[config.mk]
export PLATFORM = sky130hd
export DESIGN_NAME = pci_master_seq_flat
export DESIGN_NICKNAME = d
export VERILOG_FILES = /design/src/rtl/pci_master_seq_if.sv /design/src/rtl/pci_master_seq.sv /design/src/flat_wrapper.sv
export SDC_FILE = /design/constraint.sdc
export NUM_CORES = 1
export LEC_CHECK = 0
export BUFFER_PORTS_ARGS = -buffer_cell sky130_fd_sc_hd__buf_2
export CORE_MARGIN = 2
export CORE_UTILIZATION = 49
export DETAILED_ROUTE_END_ITERATION = 6
export PLACE_DENSITY = 0.89
export SLEW_MARGIN = 20
export SYNTH_ARGS = -nofsm -noshare
export SYNTH_HDL_FRONTEND = slang
export SYNTH_SLANG_ARGS = --single-unit
[constraint.sdc]
create_clock -name CLK -period 2.7 [get_ports CLK]
set_clock_uncertainty 0.1 [all_clocks]
set_input_delay 0.405 -clock CLK [delete_from_list [all_inputs] [get_ports CLK]]
set_output_delay 0.405 -clock CLK [all_outputs]
set_load 0.02 [all_outputs]
[src/rtl/pci_master_seq_if.sv]
// rtl/pci_master_seq_if.sv - PCI core user-side bus between the sequencer and the core
interface pci_master_seq_if;
    logic [31:0] adio_out;
    logic        m_data;
    logic        m_data_vld;
    logic        m_addr_n;
    logic [39:0] csr;
    logic [31:0] adio_in;
    logic [3:0]  m_cbe;
    logic        m_wrdn;
    logic        request;
    logic        requesthold;
    logic        complete;
    logic        m_ready;

    modport master (
        input  adio_out, m_data, m_data_vld, m_addr_n, csr,
        output adio_in, m_cbe, m_wrdn, request, requesthold, complete, m_ready
    );

    modport slave (
        output adio_out, m_data, m_data_vld, m_addr_n, csr,
        input  adio_in, m_cbe, m_wrdn, request, requesthold, complete, m_ready
    );
endinterface

[src/rtl/pci_master_seq.sv]
// rtl/pci_master_seq.sv - PCI initiator sequencer: burst read/write with retry, abort and auto-start
module pci_master_seq #(
    parameter int          MAX_LEN     = 16,
    parameter int          RETRY_MAX   = 8,
    parameter int          START_DELAY = 31,
    parameter logic [31:0] AUTO_ADDR   = 32'h0000_1000,
    parameter logic [31:0] WDATA_SEED  = 32'hA5A5_0000
) (
    input  logic                      CLK,
    input  logic                      reset_n,
    input  logic                      go,
    input  logic                      cmd_dir,
    input  logic [31:0]               cmd_addr,
    input  logic [$clog2(MAX_LEN):0]  cmd_len,
    input  logic                      clr,
    pci_master_seq_if.master          bus,
    output logic                      busy,
    output logic                      done,
    output logic                      error,
    output logic [1:0]                err_code,
    output logic [31:0]               rd_data,
    output logic                      rd_valid,
    output logic [$clog2(MAX_LEN):0]  beats_done,
    output logic [7:0]                retry_cnt
);
    localparam int LW = $clog2(MAX_LEN) + 1;

    typedef enum logic [2:0] {IDLE, REQ, XFER, RTY, DONE, DEAD} state_t;

    state_t          state, state_nxt;
    logic [1:0]      err_nxt;
    logic            dir;
    logic [31:0]     addr;
    logic [LW-1:0]   len;
    logic [LW-1:0]   len_in;
    logic [15:0]     delay_cnt;
    logic            auto_armed;
    logic            ready_q;
    logic            m_data_q;
    logic            m_data_fell;
    logic            fatal_f;
    logic            retry_f;
    logic            complete_q;
    logic            start_go;
    logic            start_auto;
    logic [31:0]     cur_addr;
    logic            unused_bits;

    assign unused_bits = ^{bus.csr[37], bus.csr[35:0], cmd_addr[1:0]};

    assign m_data_fell = ~bus.m_data & m_data_q;
    assign start_go    = (state == IDLE) && go;
    assign start_auto  = (state == IDLE) && auto_armed && (delay_cnt == 16'd0);
    assign cur_addr    = addr + 32'({beats_done, 2'b00});

    always_comb begin
        len_in = cmd_len;
        if (cmd_len == '0)
            len_in = LW'(1);
        else if (cmd_len > LW'(MAX_LEN))
            len_in = LW'(MAX_LEN);
    end

    always_comb begin
        state_nxt = state;
        err_nxt   = err_code;
        unique case (state)
            IDLE: if (start_go || start_auto) state_nxt = REQ;
            REQ:  state_nxt = XFER;
            XFER: begin
                if (m_data_fell) begin
                    if (fatal_f) begin
                        state_nxt = DEAD;
                        err_nxt   = 2'b01;
                    end else if (beats_done == len) begin
                        state_nxt = DONE;
                    end else if (retry_f && (retry_cnt == 8'(RETRY_MAX))) begin
                        state_nxt = DEAD;
                        err_nxt   = 2'b10;
                    end else begin
                        state_nxt = RTY;
                    end
                end
            end
            RTY:  state_nxt = REQ;
            DONE: state_nxt = IDLE;
            DEAD: if (clr) state_nxt = IDLE;
            default: state_nxt = IDLE;
        endcase
    end

    always_ff @(posedge CLK) begin
        if (!reset_n) begin
            state      <= IDLE;
            err_code   <= 2'b00;
            dir        <= 1'b0;
            addr       <= 32'd0;
            len        <= '0;
            beats_done <= '0;
            retry_cnt  <= 8'd0;
            delay_cnt  <= 16'(START_DELAY);
            auto_armed <= (START_DELAY != 0);
            ready_q    <= 1'b0;
            m_data_q   <= 1'b0;
            fatal_f    <= 1'b0;
            retry_f    <= 1'b0;
            rd_data    <= 32'd0;
            rd_valid   <= 1'b0;
            complete_q <= 1'b0;
        end else begin
            state    <= state_nxt;
            err_code <= err_nxt;
            ready_q  <= 1'b1;
            m_data_q <= bus.m_data;
            rd_valid <= 1'b0;

            // The delay only starts counting once the core has seen m_ready.
            if (ready_q && (delay_cnt != 16'd0))
                delay_cnt <= delay_cnt - 16'd1;
            if (start_auto)
                auto_armed <= 1'b0;

            if (start_go) begin
                dir        <= cmd_dir;
                addr       <= {cmd_addr[31:2], 2'b00};
                len        <= len_in;
                beats_done <= '0;
                retry_cnt  <= 8'd0;
                err_code   <= 2'b00;
            end else if (start_auto) begin
                dir        <= 1'b0;
                addr       <= {AUTO_ADDR[31:2], 2'b00};
                len        <= LW'(1);
                beats_done <= '0;
                retry_cnt  <= 8'd0;
                err_code   <= 2'b00;
            end

            if ((state == XFER) && bus.m_data_vld) begin
                if (beats_done != len)
                    beats_done <= beats_done + LW'(1);
                if (!dir) begin
                    rd_data  <= bus.adio_out;
                    rd_valid <= 1'b1;
                end
            end

            if ((state == RTY) && (retry_cnt != 8'hFF))
                retry_cnt <= retry_cnt + 8'd1;

            if (!bus.m_addr_n) begin
                fatal_f <= 1'b0;
                retry_f <= 1'b0;
            end else if (bus.m_data) begin
                fatal_f <= bus.csr[39] | bus.csr[38];
                retry_f <= bus.csr[36];
            end

            complete_q <= ((state == REQ) || (state == XFER)) && ((len - beats_done) <= LW'(1));
        end
    end

    always_comb begin
        bus.adio_in = 32'd0;
        bus.m_cbe   = 4'b0000;
        if (!bus.m_addr_n) begin
            bus.adio_in = cur_addr;
            bus.m_cbe   = {3'b011, dir};
        end else if (dir && bus.m_data) begin
            bus.adio_in = WDATA_SEED + 32'(beats_done);
        end
    end

    assign bus.m_wrdn      = dir;
    assign bus.request     = (state == REQ);
    assign bus.requesthold = 1'b0;
    assign bus.complete    = complete_q;
    assign bus.m_ready     = ready_q;
    assign busy            = (state != IDLE);
    assign done            = (state == DONE);
    assign error           = (state == DEAD);
endmodule

[src/flat_wrapper.sv]
// flat-port wrapper written by rule: the top's interface ports become plain ports
module pci_master_seq_flat 
#(
    parameter int          MAX_LEN     = 16,
    parameter int          RETRY_MAX   = 8,
    parameter int          START_DELAY = 31,
    parameter logic [31:0] AUTO_ADDR   = 32'h0000_1000,
    parameter logic [31:0] WDATA_SEED  = 32'hA5A5_0000
)
  (CLK, reset_n, go, cmd_dir, cmd_addr, cmd_len, clr, busy, done, error, err_code, rd_data, rd_valid, beats_done, retry_cnt, bus_adio_out, bus_m_data, bus_m_data_vld, bus_m_addr_n, bus_csr, bus_adio_in, bus_m_cbe, bus_m_wrdn, bus_request, bus_requesthold, bus_complete, bus_m_ready);
  pci_master_seq_if bus_i ();
  input  logic CLK;
  input  logic reset_n;
  input  logic go;
  input  logic cmd_dir;
  input  logic [31:0] cmd_addr;
  input  logic [$clog2(MAX_LEN):0] cmd_len;
  input  logic clr;
  output logic busy;
  output logic done;
  output logic error;
  output logic [1:0] err_code;
  output logic [31:0] rd_data;
  output logic rd_valid;
  output logic [$clog2(MAX_LEN):0] beats_done;
  output logic [7:0] retry_cnt;
  input wire logic [$bits(bus_i.adio_out)-1:0] bus_adio_out;
  input wire logic [$bits(bus_i.m_data)-1:0] bus_m_data;
  input wire logic [$bits(bus_i.m_data_vld)-1:0] bus_m_data_vld;
  input wire logic [$bits(bus_i.m_addr_n)-1:0] bus_m_addr_n;
  input wire logic [$bits(bus_i.csr)-1:0] bus_csr;
  output wire logic [$bits(bus_i.adio_in)-1:0] bus_adio_in;
  output wire logic [$bits(bus_i.m_cbe)-1:0] bus_m_cbe;
  output wire logic [$bits(bus_i.m_wrdn)-1:0] bus_m_wrdn;
  output wire logic [$bits(bus_i.request)-1:0] bus_request;
  output wire logic [$bits(bus_i.requesthold)-1:0] bus_requesthold;
  output wire logic [$bits(bus_i.complete)-1:0] bus_complete;
  output wire logic [$bits(bus_i.m_ready)-1:0] bus_m_ready;
  assign bus_i.adio_out = bus_adio_out;
  assign bus_i.m_data = bus_m_data;
  assign bus_i.m_data_vld = bus_m_data_vld;
  assign bus_i.m_addr_n = bus_m_addr_n;
  assign bus_i.csr = bus_csr;
  assign bus_adio_in = bus_i.adio_in;
  assign bus_m_cbe = bus_i.m_cbe;
  assign bus_m_wrdn = bus_i.m_wrdn;
  assign bus_request = bus_i.request;
  assign bus_requesthold = bus_i.requesthold;
  assign bus_complete = bus_i.complete;
  assign bus_m_ready = bus_i.m_ready;
  pci_master_seq #(.MAX_LEN(MAX_LEN), .RETRY_MAX(RETRY_MAX), .START_DELAY(START_DELAY), .AUTO_ADDR(AUTO_ADDR), .WDATA_SEED(WDATA_SEED)) u_core (.CLK(CLK), .reset_n(reset_n), .go(go), .cmd_dir(cmd_dir), .cmd_addr(cmd_addr), .cmd_len(cmd_len), .clr(clr), .bus(bus_i), .busy(busy), .done(done), .error(error), .err_code(err_code), .rd_data(rd_data), .rd_valid(rd_valid), .beats_done(beats_done), .retry_cnt(retry_cnt));
endmodule
# ---- Word level (Yosys, flattened, before mapping)
# Index checks and enable logic that the tools add are counted.
dict set report op_classes {
  add_sub_neg 6
  magnitude_cmp 2
  eq_ne 13
  mux 30
  n_bitwise 5
  reduce_logical 25
}
# cell n
set op_table {}
lappend op_table {{32-bit two-way mux} 4}
lappend op_table {{5-bit two-way mux} 8}
lappend op_table {{32-bit by 5-bit adder with 32-bit output, first input constant} 1}
lappend op_table {{32-bit by 7-bit adder with 32-bit output} 1}
lappend op_table {{8-bit two-way mux} 3}
lappend op_table {{3-bit two-way mux} 7}
lappend op_table {{16-bit zero test} 1}
lappend op_table {{16-bit nonzero test} 1}
lappend op_table {{16-bit by 1-bit subtractor with 16-bit output, second input constant} 1}
lappend op_table {{3-bit case mux with 5 select lines} 1}
lappend op_table {{1-bit logical AND} 9}
lappend op_table {{8-bit by 1-bit adder with 8-bit output, second input constant} 1}
lappend op_table {{8-bit by 4-bit == test with 1-bit output, second input constant} 1}
lappend op_table {{8-bit != test, second input constant} 1}
lappend op_table {{3-bit by 2-bit == test with 1-bit output, second input constant} 2}
lappend op_table {{3-bit == test, second input constant} 2}
lappend op_table {{2-bit two-way mux} 3}
lappend op_table {{2-bit AND reduction} 3}
lappend op_table {{3-bit nonzero test} 2}
lappend op_table {{5-bit by 1-bit adder with 5-bit output, second input constant} 1}
lappend op_table {{5-bit == test} 1}
lappend op_table {{5-bit greater-than comparator, second input constant} 1}
lappend op_table {{5-bit by 1-bit less-or-equal comparator with 1-bit output, second input constant} 1}
lappend op_table {{5-bit zero test} 1}
lappend op_table {{other kinds (15)} 24}
dict set report totals {
  regBits 109
  in_bits 117
  output_inout_bits 92
  wordCells 97
}

# ---- Longest topological paths before layout
# Gate-level depths: netlist (run 1).
dict set report logic_depth {
  ltp_word 7
  ltp_mapped 9
  depth_no_buf 8
}

# ---- Least setup slack after synthesis (run 1)
# OpenSTA, ideal clock, no wires.
dict set report synth_path {
  kind {reg-to-output}
  startpoint {reg u_core.beats_done[0]}
  endpoint {out bus_adio_in[24]}
  arrival_time_ns 2.409
  t_required_ns 2.195
  path_slack_ns -0.214
  path_stages_with_launch 8
  n_path_buf 0
  cell_sequence {dfxtp_1 > ha_1 > fa_1 > a21o_1 > o221ai_1 > nor4_1 > xnor2_1 > o21ai_0}
}
dict set report synth_between {
  elab_chain_cells 3
  elab_cells_between_ends 4
  cone_classes {2 x add/sub; 2 x mux}
}
# item line_no
set synth_lines {}
lappend synth_lines {{start: declaration} pci_master_seq.sv:23} ;# output logic [$clog2(MAX_LEN):0] beats_done,
lappend synth_lines {{start signal: assignment} pci_master_seq.sv:141} ;# beats_done <= beats_done + LW'(1);
lappend synth_lines {{32-bit by 5-bit adder with 32-bit output} pci_master_seq.sv:170} ;# bus.adio_in = WDATA_SEED + 32'(beats_done);
lappend synth_lines {{32-bit two-way mux} pci_master_seq.sv:169} ;# end else if (dir && bus.m_data) begin
lappend synth_lines {{32-bit two-way mux *} pci_master_seq.sv:166} ;# if (!bus.m_addr_n) begin
lappend synth_lines {{end: declaration} flat_wrapper.sv:32} ;# output wire logic [$bits(bus_i.adio_in)-1:0] bus_adio_in;
# Every way passes the cells marked *; elsewhere a longest branch is shown, timed or not.

# ---- Worst setup path after layout (run 1)
dict set report layout_path {
  startpoint {reg u_core.addr[2]}
  endpoint {out bus_adio_in[26]}
}
dict set report layout_between {
  elab_chain_cells 2
}
# item line_no
set layout_lines {}
lappend layout_lines {{start: declaration} pci_master_seq.sv:33} ;# logic [31:0] addr;
lappend layout_lines {{start signal: assignment} pci_master_seq.sv:125} ;# addr <= {cmd_addr[31:2], 2'b00};
lappend layout_lines {{start signal: assignment} pci_master_seq.sv:132} ;# addr <= {AUTO_ADDR[31:2], 2'b00};
lappend layout_lines {{32-bit by 7-bit adder with 32-bit output} pci_master_seq.sv:54} ;# assign cur_addr = addr + 32'({beats_done, 2'b00});
lappend layout_lines {{32-bit two-way mux} pci_master_seq.sv:166}
# Every way passes these cells.

==> results of run 1 <==
[final cells by class]
type,count,area [µm²]
Timing Repair Buffer,215,1270
Multi-Input combinational cell,478,3200
Inverter,21,78.8
Clock buffer,12,155
Sequential cell,109,2230
Tap cell,140,175
Clock inverter,4,52.6
Fill cell,883,3580
[final timing paths]
check | endpoint | start | cells after the start | slack, ns
max | bus_adio_in[26] | u_core.addr[2] | 9 | -0.17
min | u_core.addr[23] | cmd_addr[23] | 2 | 0.14
max reg2reg | u_core.addr[28] | u_core.delay_cnt[2] | 6 | 0.22
min reg2reg | u_core.rd_data[1] | u_core.rd_data[1] | 2 | 0.36
[layer usage]
metal | vias to the layer above | track usage [%]
met5 | - | 0
met1 | 2550 | 32.2
met4 | 0 | 10.1
met3 | 51 | 5.85
met2 | 288 | 44.0
li1 | 2657 | -
[cells in the mapped netlist, types with 7 or more instances]
cell type	number
dfxtp_1	109
nand2_1	98
nor2_1	52
a21oi_1	50
a22o_1	31
xnor2_1	28
clkbuf_1	26
nand3_1	25
inv_1	21
o21ai_0	19
nand4_1	16
ha_1	14
a211oi_1	13
nor3_1	13
xor2_1	12
nor4_1	11
and2_1	7
and3_1	7
[stage by stage]
stage          utilization, %  hold WS, ns  total power [µW]  setup slack [ns]  setup TNS (ns)
2_1_floorplan               -        0.326              2370           0.00193               0
3_3_place_gp             59.6        0.338              2630             0.168               0
3_5_place_dp             59.6        0.343              2650             0.116               0
4_1_cts                  64.8        0.116              3730            -0.134          -0.759
5_1_grt                  66.7        0.119              3960            -0.260           -2.30
6_report                 66.7        0.136              3780            -0.168          -0.942
[registers in the layout, summed over array words and instances (netlist names), 2 cells and up]
| signal | cells |
|---|---|
| u_core.addr | 30 |
| u_core.beats_done | 5 |
| u_core.delay_cnt | 16 |
| u_core.err_code | 2 |
| u_core.len | 5 |
| u_core.rd_data | 32 |
| u_core.retry_cnt | 8 |
| u_core.state | 3 |
[where the power goes]
part,leakage [µW],internal [µW],switching (µW),total [µW]
registers,0.000898,1730,112,1840
logic,0.00210,358,528,885
clock network,0.000107,486,562,1050
total,0.00310,2570,1200,3780
[logic make-up (layout without fill, tap and decap cells)]
| group | Yosys count | in the layout | share of synthesized area (%) |
|---|---|---|---|
| simple gates | 271 | 271 | 25.2 |
| compound gates | 148 | 148 | 19.0 |
| flops | 109 | 109 | 40.8 |
| buf+inv | 54 | 252 | 4.19 |
| xor+xnor | 40 | 40 | 6.55 |
| fa+ha+maj | 16 | 16 | 4.02 |
| other cells | 1 | 2 | 0.0701 |
| mux | 1 | 1 | 0.187 |
[what timing repair did]
action,4_1_cts,5_1_grt
pin swaps,20,27
resized for setup,64,37
setup buffers,15,10
endpoints found under the setup margin,25,24
==> out/metrics.cfg, run 1 <==
[floorplan]
ios=209
core_um2=10700
die_x_um=108
dieArea_um2=11800
start_util_pct=49.8
rows=38
fp.dieH_um=108

[synth]
ys_types=60
synthTopCellsByArea=dfxtp_1 (41%), nand2_1 (6.9%), a22o_1 (5.1%), a21oi_1 (4.7%), xnor2_1 (4.6%)
ys_warn_count=0
syn-cell-area_um2=5350
avgSynthCellArea_um2=8.36
ys_ff_latch=109
synth_top_area_share_pct=40.8
ys_seq_area_share_pct=40.8
ys_async_sr_fraction_pct=0
syn_inst=640
synth_edf_count=0
yosysTopAreaCell=dfxtp_1
ys.flop_type=dfxtp_1

[final_layout]
antenna_cells=0
finalNetCount=967
final_cell_area_um2=7170
fin_cells=979
areaGrowthSynthToFinish_pct=34.0
drive_above_1_share_pct=35.6
mostFrequentLayoutCells=buf_2 (149), nand2_1 (95), dfxtp_1 (87), buf_4 (57)
final_common_cell=buf_2

[critical_path]
cp_data_required_time_ns=2.19
crit_buf_inv=2
max_stage_delay_ns=0.36
crit_fanout=8
worstSetupStartpointType=flop
crit_slowest_cell=fa_2
worstSetupPathType=flop to primary output
cp_data_arrival_time_ns=2.36
crit_path_end_kind=primary output
worstPathCellList=ha_4 > fa_2 > a21o_1 > o221ai_2 > buf_6 > nor4_4 > xnor2_1 > o21ai_1 > buf_4
cpLargestDelayFamily=compound AO/OA/AOI/OAI gates

[outcome]
violations=negative setup slack
status=finished with violations

[place]
dp_hpwl_um=10700
io_buffers=167
placed_cells=938
place.gp.congestion=0.915
placed_area_um2=6410

[cts]
clock-sinks=109
cts_tree=done
hold_buffers=0
clk_latency_ns=0.38
numCtsBuffers=9
cts_htree_levels=3
clk_pin_slew_ns=0.10
root_buffer=clkbuf_8
cts_max_path_buffers=2

[global_route]
grt_start_max_net_pins=49
grt_pass1_vias=5238
grt_antenna_before_repair=0
gr-total-overflow=0
grt_pass1_wl_um=24500
grt_usage_pct=26.0

[sta]
fin_crit_sh_pct=106
slew_headroom_pct=57.1
rsz0062_at_grt=true
worst_pin_slew_ns=0.640
hold_viol=0
max_freq_mhz=349
setup_viol=14
finalCriticalPeriod_ns=2.87
fin_ws_ns=-0.168
drv_slew=0

[detailed_routing]
drc=0
maxUsedRoutingLayer=met4
vias_per_cell=5.66
drtIter0Drc=461
met2WireLength_um=7910
drtAntennaViolNets=0
firstDrtPassIters=5
num_vias=5546
wl_met1_um=6400
wl_per_cell_um=16.4
finalWirelength_um=16000
dr_wl_met3_um=1280

[flow_run]
cap_violations=0

[pwr]
cellLeakagePower_uw=0.00310
peakVddDrop_uv=368
powerDensity_nw_per_um2=527

[worst_hold_path]
hp-class=input pin to flop

No activity file was read; power rests on OpenSTA's default activity.
==> run 2, diff against run 1 <==
--- a/config.mk
+++ b/config.mk
@@ -9,7 +9,7 @@
 export CORE_MARGIN = 2
 export CORE_UTILIZATION = 49
 export DETAILED_ROUTE_END_ITERATION = 6
-export PLACE_DENSITY = 0.89
+export PLACE_DENSITY = 0.8
 export SLEW_MARGIN = 20
 export SYNTH_ARGS = -nofsm -noshare
 export SYNTH_HDL_FRONTEND = slang
==> run 2 against run 1 <==
Net effect:
- the flow still finishes with violations (negative setup slack)
- non-clock buffer count is 2 lower
- flip-flop and latch count stayed put
- final cell count is 0.20% lower
- global-route usage is 0.24 points higher
- setup slack worse by 0.13 ns
- largest cell class unchanged
- largest power group unchanged
- highest routed layer unchanged
==> out/metrics.cfg, run 2 (synthesis gave the netlist of run 1 again) <==
[sta]
drv_slew=0  ; unchanged
slew_headroom_pct=45.0  ; -12 points
fin_crit_sh_pct=111  ; +4.7 points
rsz0062_at_grt=true
setup_viol=25  ; +11
max_freq_mhz=334  ; -4.2%
finalCriticalPeriod_ns=2.99  ; +0.126 ns
worst_pin_slew_ns=0.821  ; +0.181 ns
hold_viol=0  ; unchanged
fin_ws_ns=-0.294  ; -0.126 ns
fin_setup_tns_ns=-2.10  ; -1.16 ns

[pwr]
peakVddDrop_uv=509  ; +38%
p_comb_share_pct=23.4  ; about the same
powerDensity_nw_per_um2=520  ; -1.3%
clockPowerShare_pct=27.3  ; -0.5 points
power.total_uw=3770  ; -0.23%
swShare_pct=32.7  ; +0.90 points
p_int_uw=2530  ; -1.5%
p_switching_uw=1230  ; +2.6%
cellLeakagePower_uw=0.00310  ; about the same
pwr-share-seq_pct=49.3  ; +0.5 points

[floorplan]
fp.dieH_um=108  ; unchanged
die_x_um=108  ; unchanged
start_util_pct=49.8  ; unchanged
core_um2=10700  ; unchanged
ios=209  ; unchanged
dieArea_um2=11800  ; unchanged
rows=38  ; unchanged

[detailed_routing]
firstDrtPassIters=5  ; unchanged
num_vias=5626  ; +1.4%
finalWirelength_um=16600  ; +3.5%
drtIter0Drc=543  ; +18%
drc=0  ; unchanged
drtAntennaViolNets=0  ; unchanged
vias_per_cell=5.76  ; +1.7%
wl_per_cell_um=17.0  ; +3.7%

[critical_path]
crit_fanout=5  ; -3
cpLargestDelayFamily=buffers and inverters
crit_path_end_kind=primary output
crit_buf_inv=5  ; +3
cp_data_arrival_time_ns=2.49  ; +0.13 ns
max_stage_delay_ns=0.35  ; about the same
worst_r2r_path_depth=6  ; unchanged
rr_startpoint=u_core.delay_cnt[2]
rrSetupSlack_ns=0.23  ; about the same
cpMostUsedCell=buf_6
cp_data_required_time_ns=2.19  ; about the same
worstSetupPathType=flop to primary output
worstSetupStartpointType=flop
worstPathCellList=ha_4 > buf_4 > buf_6 > a211oi_4 > o21bai_4 > buf_6 > buf_6 > nand4_1 > xor2_1 > nor2_1 > buf_4
timing.rr.end=u_core.addr[11]
crit_slowest_cell=dfxtp_2

[final_layout]
finalNetCount=965  ; -0.21%
largest_register_ffs=32  ; unchanged
antenna_cells=0  ; unchanged
areaGrowthSynthToFinish_pct=35.4
mostFrequentLayoutCells=buf_2 (144), nand2_1 (95), dfxtp_1 (87), buf_4 (51)
final_common_cell=buf_2
fin_cells=977  ; -0.20%
reg_top3=u_core.rd_data: 32 flops, u_core.addr: 30 flops, u_core.delay_cnt: 16 flops
drive_above_1_share_pct=36.2  ; +0.56 points
fillers=864  ; -2.2%
regMostFlops=u_core.rd_data

[global_route]
grt_pass1_wl_um=24500  ; +0.14%
grt_antenna_before_repair=0  ; unchanged
grt_pass1_vias=5187  ; -0.97%
grt_start_max_net_pins=56  ; +14%
grt_usage_pct=26.3  ; +0.24 points
gr-total-overflow=0  ; unchanged

[cts]
clk_pin_slew_ns=0.10  ; about the same
clock-sinks=109  ; unchanged
cts_tree=done
cts_max_path_buffers=2  ; unchanged
clk_latency_ns=0.39  ; about the same
hold_buffers=0  ; unchanged
numCtsBuffers=9  ; unchanged
root_buffer=clkbuf_8
cts_htree_levels=3  ; unchanged

[worst_hold_path]
holdPathEnd=u_core.addr[21]
hold_path_depth=2  ; unchanged
hp-class=input pin to flop
hold_start=cmd_addr[21]

[outcome]
violations=negative setup slack
status=finished with violations

[flow_run]
cap_violations=0  ; unchanged

[place]
placed_cells=942  ; +0.43%
place.gp.congestion=0.898  ; -1.9%
io_buffers=167  ; unchanged
dp_hpwl_um=11000  ; +2.6%

run 2: changes by cell type in the layout (fill, tap and decap cells not counted), sizes merged:
cell    change
buf         -2
clkbuf      -1
clkinv      -1
inv         +2
run 2: worst max-delay path by stage:
stage	end	slack, ns	cells after the start	start
after floorplan	bus_adio_in[16]	0.002	7	u_core.beats_done[0]
after global placement	bus_adio_in[16]	0.14	8	u_core.beats_done[0]
after detailed placement	bus_adio_in[16]	0.07	8	u_core.beats_done[0]
after CTS	bus_adio_in[26]	-0.1	9	u_core.beats_done[0]
after global routing	bus_adio_in[15]	-0.34	10	u_core.beats_done[2]
final	bus_adio_in[15]	-0.29	11	u_core.beats_done[0]
run 2: power by group through the flow:
| stage | registers [µW] | logic (µW) | clock network (µW) |
|---|---|---|---|
| after global routing | 1870 | 952 | 1120 |
| final | 1860 | 881 | 1030 |
| after global placement | 1870 | 760 | 0 |
| after detailed placement | 1870 | 783 | 0 |
| after CTS | 1850 | 826 | 1050 |
| after floorplan | 1880 | 492 | 0 |
run 2: cell type report:
class	count	area [µm²]	area share, %
Clock inverter	5	65.1	0.898
Sequential cell	109	2230	30.8
Multi-Input combinational cell	478	3250	44.8
Timing Repair Buffer	213	1320	18.2
Tap cell	140	175	2.42
Clock buffer	11	131	1.81
Inverter	21	78.8	1.09
run 2: worst register-to-register path, delay by kind of cell (launching register included):
family          cells  cell delay (ns)
compound gates      1             0.26
buf+inv             1             0.19
flops               1             0.36
simple gates        4             1.46
run 2: through the flow:
stage               cell area, µm²  setup slack [ns]  hold WS, ns  utilization [%]
global route                  7240            -0.339        0.104             67.4
finish                        7240            -0.294        0.120             67.4
global placement              6450             0.141        0.335             60.0
CTS                           6990           -0.0980        0.107             65.1
floorplan                     5360           0.00193        0.326                -
detailed placement            6450            0.0698        0.345             60.0
run 2: routing by layer:
layer  up-vias  wire, µm  GRT usage (%)
met5         -         0              0
met4         0       472           10.6
met3        40      1220           7.29
met2       254      8320           44.2
met1      2679      6600           31.6
li1       2653         -              -
run 2: repair_timing:
| action | in CTS | in global routing |
|---|---|---|
| pin swaps | 16 | 24 |
| buffers inserted | 12 | 9 |
| gates resized for setup | 72 | 51 |
| endpoints found under the hold margin | 0 | 0 |
| setup endpoints to repair | 26 | 25 |
